## src/rtl/mux4_rr_arbiter_pkg.sv

```systemverilog
`default_nettype none
// ============================================================================
// Module      : mux4_rr_arbiter_pkg
// Description : Shared arbiter constants and the round-robin winner function.
// Revision    : 1.0
// ============================================================================
package mux4_rr_arbiter_pkg;

    localparam logic [0:0] ST_IDLE  = 1'b0;
    localparam logic [0:0] ST_GRANT = 1'b1;

    localparam int DEFAULT_MAX_HOLD = 16;
    localparam int HOLD_W           = 8;

    // First set request searching circularly from ptr+1; k=4 wraps back to ptr itself.
    function automatic logic [1:0] rr_next(input logic [3:0] req, input logic [1:0] ptr);
        logic [1:0] idx;
        logic [1:0] win;
        logic       found;
        win   = ptr;
        found = 1'b0;
        for (int k = 1; k <= 4; k++) begin
            idx = ptr + 2'(k);
            if (!found && req[idx]) begin
                win   = idx;
                found = 1'b1;
            end
        end
        return win;
    endfunction

endpackage
`default_nettype wire

```

## src/rtl/mux4_rr_arbiter_mux.sv

```systemverilog
`default_nettype none
// ============================================================================
// Module      : mux4_rr_arbiter_mux
// Description : 4:1 data mux with active-low enable; output is zero when disabled.
// Revision    : 1.0
// ============================================================================
module mux4_rr_arbiter_mux #(
    parameter int WIDTH = 32
) (
    input  logic [1:0]       addr,
    input  logic             enable,
    input  logic [WIDTH-1:0] in0,
    input  logic [WIDTH-1:0] in1,
    input  logic [WIDTH-1:0] in2,
    input  logic [WIDTH-1:0] in3,
    output logic [WIDTH-1:0] out
);

    always_comb begin
        out = '0;
        if (!enable) begin
            case (addr)
                2'd0:    out = in0;
                2'd1:    out = in1;
                2'd2:    out = in2;
                default: out = in3;
            endcase
        end
    end

endmodule
`default_nettype wire

```

## src/rtl/mux4_rr_arbiter.sv

```systemverilog
`default_nettype none
// ============================================================================
// Module      : mux4_rr_arbiter
// Description : Four-way round-robin arbiter with hold-limit preemption driving
//               a shared 4:1 data mux.
// Revision    : 1.0
// ============================================================================
module mux4_rr_arbiter
    import mux4_rr_arbiter_pkg::*;
#(
    parameter int WIDTH    = 32,
    parameter int MAX_HOLD = DEFAULT_MAX_HOLD
) (
    input  logic             clk,
    input  logic             rst_n,
    input  logic [3:0]       req,
    input  logic [WIDTH-1:0] din0,
    input  logic [WIDTH-1:0] din1,
    input  logic [WIDTH-1:0] din2,
    input  logic [WIDTH-1:0] din3,
    output logic [3:0]       gnt,
    output logic [1:0]       sel,
    output logic             mux_en_n,
    output logic [WIDTH-1:0] dout,
    output logic             busy
);

    localparam logic [HOLD_W-1:0] HOLD_LAST = 8'(MAX_HOLD - 1);

    logic [0:0]        state;
    logic [0:0]        next_state;
    logic [1:0]        ptr;
    logic [1:0]        next_ptr;
    logic [HOLD_W-1:0] hold_cnt;
    logic [HOLD_W-1:0] next_hold;
    logic [3:0]        next_gnt;
    logic [1:0]        next_sel;
    logic [1:0]        winner;
    logic              other_pending;

    assign winner        = rr_next(req, ptr);
    assign other_pending = |(req & ~gnt);

    // ptr resets to 3 so requester 0 is first in line after reset.
    always_ff @(posedge clk or negedge rst_n) begin
        if (!rst_n) begin
            state    <= ST_IDLE;
            gnt      <= '0;
            sel      <= '0;
            ptr      <= 2'd3;
            hold_cnt <= '0;
        end else begin
            state    <= next_state;
            gnt      <= next_gnt;
            sel      <= next_sel;
            ptr      <= next_ptr;
            hold_cnt <= next_hold;
        end
    end

    always_comb begin
        next_state = state;
        next_gnt   = gnt;
        next_sel   = sel;
        next_ptr   = ptr;
        next_hold  = hold_cnt;
        case (state)
            ST_IDLE: begin
                if (|req) begin
                    next_state = ST_GRANT;
                    next_gnt   = 4'b0001 << winner;
                    next_sel   = winner;
                    next_ptr   = winner;
                    next_hold  = '0;
                end
            end
            ST_GRANT: begin
                // Release, or preempt once the hold limit is reached with someone waiting.
                if (!req[sel] || (hold_cnt == HOLD_LAST && other_pending)) begin
                    next_state = ST_IDLE;
                    next_gnt   = '0;
                end else if (hold_cnt != HOLD_LAST) begin
                    next_hold = hold_cnt + 8'd1;
                end
            end
            default: begin
                next_state = ST_IDLE;
                next_gnt   = '0;
            end
        endcase
    end

    always_comb begin
        mux_en_n = ~|gnt;
        busy     = (state == ST_GRANT);
    end

    mux4_rr_arbiter_mux #(
        .WIDTH (WIDTH)
    ) u_mux (
        .addr   (sel),
        .enable (mux_en_n),
        .in0    (din0),
        .in1    (din1),
        .in2    (din2),
        .in3    (din3),
        .out    (dout)
    );

endmodule
`default_nettype wire
```

## config.mk

```make
export PLATFORM = sky130hd
export DESIGN_NAME = mux4_rr_arbiter
export DESIGN_NICKNAME = d
export VERILOG_FILES = /design/src/rtl/mux4_rr_arbiter_pkg.sv /design/src/rtl/mux4_rr_arbiter_mux.sv /design/src/rtl/mux4_rr_arbiter.sv
export SDC_FILE = /design/constraint.sdc
export NUM_CORES = 1
export LEC_CHECK = 0
export BUFFER_PORTS_ARGS = -buffer_cell sky130_fd_sc_hd__buf_2
export CAP_MARGIN = 25
export CORE_ASPECT_RATIO = 0.8
export CORE_UTILIZATION = 38
export CTS_CLUSTER_SIZE = 25
export DETAILED_ROUTE_END_ITERATION = 8
export PLACE_DENSITY = 0.81
export SLEW_MARGIN = 20
export SYNTH_ARGS = -nofsm -noshare
export SYNTH_HDL_FRONTEND = slang
export SYNTH_SLANG_ARGS = --single-unit
```

## constraint.sdc

```tcl
create_clock -name clk -period 2.1 [get_ports clk]
set_input_delay 0.105 -clock clk [delete_from_list [all_inputs] [get_ports clk]]
set_output_delay 0.105 -clock clk [all_outputs]
set_load 0.005 [all_outputs]
```

## Word level (Yosys, flattened, before mapping)

Index checks and enable logic that the tools add are counted.

| word-level totals | value |
|---|---|
| flip-flop bits (word level) | 17 |
| latch bits | 0 |
| RAM bits | 0 |
| memory bits (read-only) | 0 |
| input bits | 134 |
| output and inout bits | 40 |
| logic and storage cells | 72 |
| memories | 0 |

| operators by class | value |
|---|---|
| add/subtract/negate cells | 4 |
| multiply operators | 0 |
| div/mod/pow operators | 0 |
| $lt $le $gt $ge | 5 |
| equal/unequal tests | 8 |
| shifts and indexed selects | 1 |
| muxes and demuxes | 29 |
| bitwise operators | 3 |
| reduce and logical (&&, ||, !) cells | 17 |

Operator list:

| cell | number |
|---|---|
| case mux 32 bit (3 select lines) | 1 |
| two-way mux 32 bit | 1 |
| two-way mux 8 bit | 3 |
| case mux 8 bit (2 select lines) | 1 |
| < comparator 2 x 3 -> 1 bit, second input constant | 5 |
| OR reduction 4 bit | 3 |
| binary-select mux 1 bit (select 2 bit) | 5 |
| two-way mux 1 bit | 10 |
| adder 8 x 1 -> 8 bit, second input constant | 1 |
| == test 8 x 4 -> 1 bit, second input constant | 1 |
| two-way mux 2 bit | 4 |
| two-way mux 4 bit | 2 |
| != test 8 x 4 -> 1 bit, second input constant | 1 |
| case mux 4 bit (2 select lines) | 1 |
| logical NOT 1 bit | 5 |
| adder 2 bit, second input constant | 2 |
| bitwise AND 4 bit | 1 |
| logical AND 1 bit | 4 |
| != test 2 x 1 -> 1 bit, second input constant | 2 |
| != test 2 bit, second input constant | 2 |
| NOT 4 bit | 1 |
| AND reduction 2 bit | 2 |
| left shift 1 x 2 -> 4 bit, first input constant | 1 |
| AND reduction 3 bit | 1 |
| 7 further kinds | 7 |

## Logic depth before layout (Yosys ltp)

Gate-level depths: netlist of the first run.

| depth | value |
|---|---|
| word-level depth | 16 |
| gate-level depth with buffers | 7 |
| depth with buffers taken out | 6 |

## Cells and area by module

From an unflattened synthesis of the first run, not the netlist that was laid out.

| unflattened totals | value |
|---|---|
| cells, all modules | 218 |
| area, all modules | 2020.7 um2 |

By module, submodules not included:

| module | times used | cells each | area each (um2) | sequential area each (um2) |
|---|---|---|---|---|
| mux4_rr_arbiter | 1 | 106 | 1029.7 | 427.9 |
| mux4_rr_arbiter_mux | 1 | 112 | 991.0 | 0.0 |

## Least setup slack after synthesis of the first run

No wires, ideal clock.

| path | value |
|---|---|
| path kind | register -> register |
| start | register hold_cnt[0] |
| end | register hold_cnt[7] |
| library setup time | 0.078 ns |
| data arrival time | 1.611 ns |
| required time | 2.022 ns |
| slack | 0.411 ns |
| cell stages (with the launch flop) | 8 |
| path buffers | 1 |
| period minus slack after synthesis | 1.689 ns |
| path through | dfrtp_1 ha_1 nand3_1 nand4bb_1 clkbuf_1 o211ai_2 or3_1 a21oi_1 |

| on the way | value |
|---|---|
| cells in the longest elaborated chain, start to end | 5 |
| elaborated cells on any way between the ends | 11 |
| classes of those cells | 1 x add/sub; 4 x eq/ne; 3 x mux; 3 x reduce/logical |

RTL lines:

| element | RTL line | RTL |
|---|---|---|
| from (decl) | mux4_rr_arbiter.sv:34 | `logic [HOLD_W-1:0] hold_cnt;` |
| from (signal assigned) | mux4_rr_arbiter.sv:57 | `hold_cnt <= next_hold;` |
| parallel branches: the longest is 5 deep, another holds adder 8 x 1 -> 8 bit | n/a |  |

Parallel ways; which one is timed is not known. The select of a mux whose other input is x is not followed.
A chain may end at the register's enable or synchronous reset.

## Worst setup path in the final report of the first run

| path | value |
|---|---|
| start | register sel[0] |
| end | output port dout[16] |

| on the way | value |
|---|---|
| cells in the longest elaborated chain, start to end | 3 |
| elaborated cells on any way between the ends | 5 |
| classes of those cells | 2 x eq/ne; 2 x mux; 1 x reduce/logical |

RTL lines:

| element | RTL line | RTL |
|---|---|---|
| from (decl) | mux4_rr_arbiter.sv:22 | `output logic [1:0] sel,` |
| from (signal assigned) | mux4_rr_arbiter.sv:55 | `sel <= next_sel;` |
| == test 2 bit, or another cell as far along | mux4_rr_arbiter_mux.sv:22 | `case (addr)` |
| case mux 32 bit (3 select lines) (*) | mux4_rr_arbiter_mux.sv:22 |  |
| two-way mux 32 bit (*) | mux4_rr_arbiter_mux.sv:21 | `if (!enable) begin` |
| to (decl) | mux4_rr_arbiter.sv:24 | `output logic [WIDTH-1:0] dout,` |

Every way passes the cells marked *; elsewhere a longest branch is shown, timed or not.

==> impl_metrics.json, run 1 <==
{
  "outcome": "finished, final reports clean",
  "ir_drop_uv": 1250,
  "crit_end": "dout[16]",
  "synth_area_leaders": "mux4_2, dfrtp_1, nor2b_1, dfstp_2, nor2_1",
  "synth_area_um2": 1950,
  "power.internal_uw": 2070,
  "drcViolationCount": 0,
  "antenna_cells": 0,
  "chipWidth_um": 82.0,
  "skew_ns": 0.00298,
  "cts-root-buf": "clkbuf_8",
  "tritoncts": "built",
  "synth_seq_cells": 17,
  "layout.cells.non_filler": 411,
  "p_per_area_nw_per_um2": 1220,
  "final-max-slew-violation-count": 0,
  "area_growth_pct": 51.5,
  "synth_most_common_cell": "nor2b_1",
  "overflow": 0,
  "holdWs_ns": 0.296,
  "num_vias": 2169,
  "worst-path-max-fanout": 12,
  "hp-class": "in2async",
  "rows": 22,
  "synthFlopType": "dfrtp_1",
  "cp-startpoint": "sel[0]$_DFFE_PN0P_",
  "clock-sinks": 17,
  "regArea_um2": 429,
  "r2r_slack_ns": 0.35,
  "crit_arrival_ns": 1.80,
  "async_reset_ff_share_pct": 100,
  "pwr-share-seq_pct": 16.4,
  "antenna_found_initial": 0,
  "yosys_warnings": 0,
  "gp_congestion": 0.811,
  "h-tree-depth": 1,
  "synth_fp_nets": 314,
  "placed_cells": 406,
  "power_frac_comb_pct": 76.7,
  "yosysTopAreaCellShare_pct": 37.0,
  "rr_endpoint": "gnt[0]$_DFFE_PN0P_",
  "setup_tns_ns": 0,
  "rsz0062_at_grt": "false",
  "power.switching_uw": 1530,
  "syn_avg_cell_area_um2": 10.9,
  "die_height_um": 66.0,
  "layout-drive-gt1-share_pct": 65.0,
  "io_pins": 174,
  "clock_power_share_pct": 7.0,
  "fin_crit_sh_pct": 90.8,
  "yosysUniqueCellTypes": 38,
  "postSynthCellCount": 179,
  "grt_pass1_wl_um": 9690,
  "grt_max_degree": 34,
  "netlist_top_cells_count": "nor2b_1, mux4_2, dfrtp_1, nor2_1, clkbuf_1",
  "grtUsageTotal_pct": 23.7,
  "ys_seq_area_share_pct": 22.0,
  "synth-edff-count": 0,
  "cp-start-kind": "register",
  "core_um2": 4760,
  "slew_headroom_pct": 66.0,
  "criticalPathCategory": "reg2out",
  "cts_buffer_depth": 2,
  "port_buffers": 173,
  "synth_top_cell_by_area": "mux4_2",
  "endpoint_kind": "output pin",
  "maxCapViolCount": 0,
  "worst_slew_pin_slew_ns": 0.507,
  "layout.nets": 487,
  "drt_wl_total_um": 6640,
  "min_period_ns": 1.91,
  "grt_pass1_vias": 2033,
  "switching_share_pct": 42.5,
  "setup_viol_count_final": 0,
  "drt_iter0_markers": 71,
  "p_leak_uw": 0.00149,
  "cts_resized": 0,
  "multi_input_area_um2": 1440,
  "nFillCells": 424,
  "reg2reg_depth": 5,
  "postRouteAntennaNets": 0,
  "dr.pass1.iters": 5,
  "wl_per_cell_um": 16.2,
  "dieArea_um2": 5420,
  "max_freq_mhz": 524,
  "clk_pin_slew_ns": 0.07,
  "clk_latency_ns": 0.26,
  "finalHoldViolCount": 0,
  "start_util_pct": 40.9,
  "viasPerCell": 5.28,
  "numCtsBuffers": 3,
  "reg2reg_from": "hold_cnt[0]$_DFFE_PN0P_",
  "cp.required_ns": 2.00,
  "hpwl_um": 5550
}
[cells in the final DEF, fill, tap and decap left out, types with 5 or more instances in the layout]
cell,Yosys,final
buf_2,4,173
nor2b_1,35,35
mux4_2,32,32
dfrtp_1,15,14
nor2_1,13,13
buf_4,0,9
nand2_1,7,7
o21ai_0,6,6
nand3_1,5,5
inv_1,5,5
xor2_1,5,5
[how the worst min path moves through the flow]
stage / startpoint / endpoint / slack (ns)
2_1_floorplan: rst_n / busy$_DFF_PN0_ / -0.19
3_3_place_gp: rst_n / gnt[1]$_DFFE_PN0P_ / 0.04
3_5_place_dp: rst_n / gnt[1]$_DFFE_PN0P_ / 0.05
4_1_cts: rst_n / gnt[0]$_DFFE_PN0P_ / 0.31
5_1_grt: rst_n / hold_cnt[7]$_DFFE_PN0P_ / 0.32
6_report: rst_n / gnt[1]$_DFFE_PN0P_ / 0.30
[power groups by stage]
stage | clock network, uW | registers [uW] | logic (uW)
2_1_floorplan | 0 | 537 | 1850
3_3_place_gp | 0 | 584 | 2740
3_5_place_dp | 0 | 594 | 2780
4_1_cts | 252 | 589 | 2800
5_1_grt | 268 | 607 | 3060
6_report | 251 | 590 | 2770
[layer usage]
layer | GRT usage, % | up-vias | wire length, um
li1 | - | 1024 | -
met1 | 31.6 | 1038 | 2690
met2 | 39.9 | 97 | 3270
met3 | 4.00 | 10 | 602
met4 | 5.48 | 0 | 81
met5 | 0 | - | 0
[flip-flops by register name, summed over array words and instances, names as in the netlist]
name      flops
hold_cnt      8
ptr           2
gnt           4
busy          1
sel           2
[repair_timing]
| item | in CTS | in global routing |
|---|---|---|
| hold buffers | 1 | 0 |
| hold endpoints to repair | 15 | 0 |
| endpoints found under the setup margin | 0 | 0 |
| buffers inserted | 0 | 0 |
[critical path, stage by stage (launching register included)]
cell and delay [ns]:
dfrtp_2 0.43, buf_4 0.26, mux4_2 0.57, nor2b_1 0.15, buf_2 0.14
[area by class of cell]
class                      count  share of cell area (%)
clock inverter                 1                   0.170
tap                           60                    2.54
sequential                    17                    14.5
inverter                       5                   0.636
clock buffer                   3                    1.40
multi-input combinational    142                    48.7
timing repair buffer         183                    32.0
[kinds of logic after synthesis]
group / synth area share [%]
mux: 38.8
compound gates: 7.26
simple gates: 24.6
flops: 22.0
xor+xnor: 2.25
fa+ha+maj: 0.643
buf+inv: 4.50
[stage by stage]
stage	worst slack (ns)	util (%)	total power [uW]	area [um^2]
final	0.193	62.0	3610	2950
after global routing	0.120	62.0	3940	2950
after CTS	0.168	62.0	3640	2950
after detailed placement	0.451	60.8	3380	2890
after global placement	0.466	60.8	3330	2890
after floorplan	0.411	-	2380	1950
(Power assumes the default switching activity.)
==> run 2: changes to the inputs <==
--- a/config.mk
+++ b/config.mk
@@ -8,11 +8,12 @@
 export BUFFER_PORTS_ARGS = -buffer_cell sky130_fd_sc_hd__buf_2
 export CAP_MARGIN = 25
 export CORE_ASPECT_RATIO = 0.8
-export CORE_UTILIZATION = 38
+export CORE_UTILIZATION = 39
 export CTS_CLUSTER_SIZE = 25
 export DETAILED_ROUTE_END_ITERATION = 8
-export PLACE_DENSITY = 0.81
+export PLACE_DENSITY = 0.82
 export SLEW_MARGIN = 20
 export SYNTH_ARGS = -nofsm -noshare
 export SYNTH_HDL_FRONTEND = slang
+export SYNTH_HIERARCHICAL = 1
 export SYNTH_SLANG_ARGS = --single-unit
==> constraint.sdc (replaced) <==
create_clock -name clk -period 2.1 [get_ports clk]
set_input_delay 0.105 -clock clk [delete_from_list [all_inputs] [get_ports clk]]
set_output_delay 0.105 -clock clk [all_outputs]
set_load 0.1 [all_outputs]
==> impl_metrics.json, run 2 <==
{
  "max_freq_mhz": 483,
  "maxCapViolCount": 0,
  "wl_per_cell_um": 17.4,
  "worstPathCellList": "nor4_4 -> or2b_4 -> buf_12 -> o22ai_4 -> buf_2",
  "ys_seq_area_share_pct": 21.2,
  "layout.nets": 522,
  "crit_arrival_ns": 1.97,
  "drcViolationCount": 0,
  "final-max-slew-violation-count": 0,
  "io_pins": 174,
  "layout_common_cells": "buf_2, mux2i_1, o22ai_4, clkbuf_4, nand2_1",
  "slew_headroom_pct": 65.5,
  "chipWidth_um": 82.5,
  "criticalPathCategory": "reg2out",
  "cp-start-kind": "register",
  "port_buffers": 173,
  "hp-class": "in2reg",
  "postRouteAntennaNets": 0,
  "drt_iter0_markers": 105,
  "top_register": "hold_cnt",
  "async_reset_ff_share_pct": 100,
  "rows": 23,
  "synth_top_cell_by_area": "mux2i_1",
  "die_height_um": 66.4,
  "outcome": "finished, final reports clean",
  "grt_pass1_vias": 2294,
  "multi_input_area_um2": 1870,
  "synth_area_leaders": "mux2i_1, dfrtp_1, o22ai_1, buf_6, nand2_1",
  "worst-path-max-fanout": 23,
  "dieArea_um2": 5470,
  "netlist_top_cells_count": "mux2i_1, o22ai_1, dfrtp_1, nand2_1, buf_6",
  "grtUsageTotal_pct": 26.3,
  "tritoncts": "built",
  "syn_avg_cell_area_um2": 9.27,
  "cts-root-buf": "clkbuf_8",
  "cp_slowest_cell": "dfrtp_4",
  "h-tree-depth": 1,
  "grt_pass1_wl_um": 11000,
  "clock-sinks": 17,
  "clk_latency_ns": 0.25,
  "finalHoldViolCount": 0,
  "synth_area_um2": 2020,
  "skew_ns": 0.00192,
  "viasPerCell": 5.58,
  "endpoint_kind": "output pin",
  "core_um2": 5010,
  "worst_slew_pin_slew_ns": 0.513,
  "yosys_warnings": 6,
  "area_growth_pct": 75.3,
  "nFillCells": 409,
  "synth_seq_cells": 17,
  "holdWs_ns": 0.267,
  "synth_most_common_cell": "mux2i_1",
  "yosysTopAreaCellShare_pct": 32.7,
  "regArea_um2": 440,
  "gp_congestion": 0.920,
  "cp.required_ns": 2.00,
  "drt_wl_total_um": 7810,
  "hpwl_um": 6100,
  "grt_max_degree": 44,
  "numCtsBuffers": 3,
  "clk_pin_slew_ns": 0.07,
  "antenna_cells": 0,
  "postSynthCellCount": 218,
  "dr.pass1.iters": 4,
  "num_vias": 2499,
  "top_regs": "hold_cnt x8, gnt x4",
  "start_util_pct": 40.4,
  "synthFlopType": "dfrtp_1",
  "layout-drive-gt1-share_pct": 60.6,
  "max_stage_delay_ns": 0.51,
  "fin_crit_sh_pct": 98.7,
  "min_period_ns": 2.07,
  "rsz0062_at_grt": "true",
  "setup_viol_count_final": 0,
  "antenna_found_initial": 0,
  "yosysUniqueCellTypes": 40,
  "overflow": 0,
  "final_common_cell": "buf_2",
  "synth-edff-count": 0,
  "cts_buffer_depth": 2,
  "largest_register_ffs": 8,
  "synth_fp_nets": 353
}
[run 2: changes by cell type after synthesis, sizes merged, moves of 4 or more]
cell / previous run / this run
a21oi: 4 / 8
buf: 6 / 15
clkbuf: 9 / 3
mux2i: 2 / 66
mux4: 32 / 0
nand2: 7 / 15
nor2: 13 / 5
nor2b: 36 / 1
o21ai: 6 / 2
o22ai: 0 / 34
o31ai: 1 / 6
or4: 0 / 5
xor2: 5 / 0
[run 2: final cells by class]
cell class | count | share of cell area [%]
Tap cell | 62 | 2.19
Sequential cell | 17 | 12.4
Clock buffer | 4 | 1.27
Multi-Input combinational cell | 180 | 52.9
Timing Repair Buffer | 182 | 30.9
Inverter | 3 | 0.318
[run 2: worst paths after layout]
kind	startpoint	endpoint	slack, ns	cells past startpoint
max in group asynchronous	rst_n	ptr[1]$_DFFE_PN1P_	1.49	2
worst max register to register	hold_cnt[0]$_DFFE_PN0P_	hold_cnt[4]$_DFFE_PN0P_	0.26	5
worst min register to register	ptr[0]$_DFFE_PN1P_	ptr[0]$_DFFE_PN1P_	0.54	2
worst max-delay path	gnt[2]$_DFFE_PN0P_	dout[5]	0.03	5
min in group asynchronous	rst_n	gnt[1]$_DFFE_PN0P_	0.30	2
worst min-delay path	req[1]	busy$_DFF_PN0_	0.27	3
[run 2: timing repair]
item,in CTS,in global routing
hold endpoints to repair,15,0
setup endpoints to repair,2,32
setup buffers,0,0
cloned,0,1
hold buffers,1,0
gates resized for setup,2,27
[run 2: cell families (layout without fill, tap and decap cells)]
| group | after synthesis | count (layout) | share of synthesized area [%] |
|---|---|---|---|
| buf+inv | 21 | 189 | 8.54 |
| flops | 17 | 17 | 21.2 |
| fa+ha+maj | 1 | 1 | 0.619 |
| mux | 68 | 68 | 33.8 |
| simple gates | 50 | 50 | 14.7 |
| compound gates | 61 | 61 | 21.1 |
[run 2: critical path: cells and delay by family (launching register included)]
kind,cells,cell delay [ns]
buffers and inverters,2,0.56
flip-flops,1,0.51
AND/OR/NAND/NOR,2,0.51
AO/OA/AOI/OAI,1,0.11
[run 2: metrics by stage]
stage               std cells  cell area (um^2)  TNS (ns)  worst slack, ns  utilization [%]
floorplan                 218              2560    -19.10           -0.600                -
global placement          442              3380         0            0.324             67.6
detailed placement        442              3380         0            0.277             67.6
CTS                       447              3440         0          0.00180             68.8
global route              448              3540     -1.29          -0.0559             70.7
finish                    448              3540         0           0.0283             70.7
[run 2: layer usage]
layer | share of wire [%] | wire length (um) | global-route usage, %
met4 | 1.7 | 136 | 6.58
met3 | 8.3 | 647 | 5.10
met5 | 0 | 0 | 0
met2 | 51 | 3970 | 46.1
met1 | 39 | 3060 | 32.6
Power of run 2 is left out: the tool's default activity adds up to more than one toggle a clock period on the data nets, which glitch-free logic cannot reach.
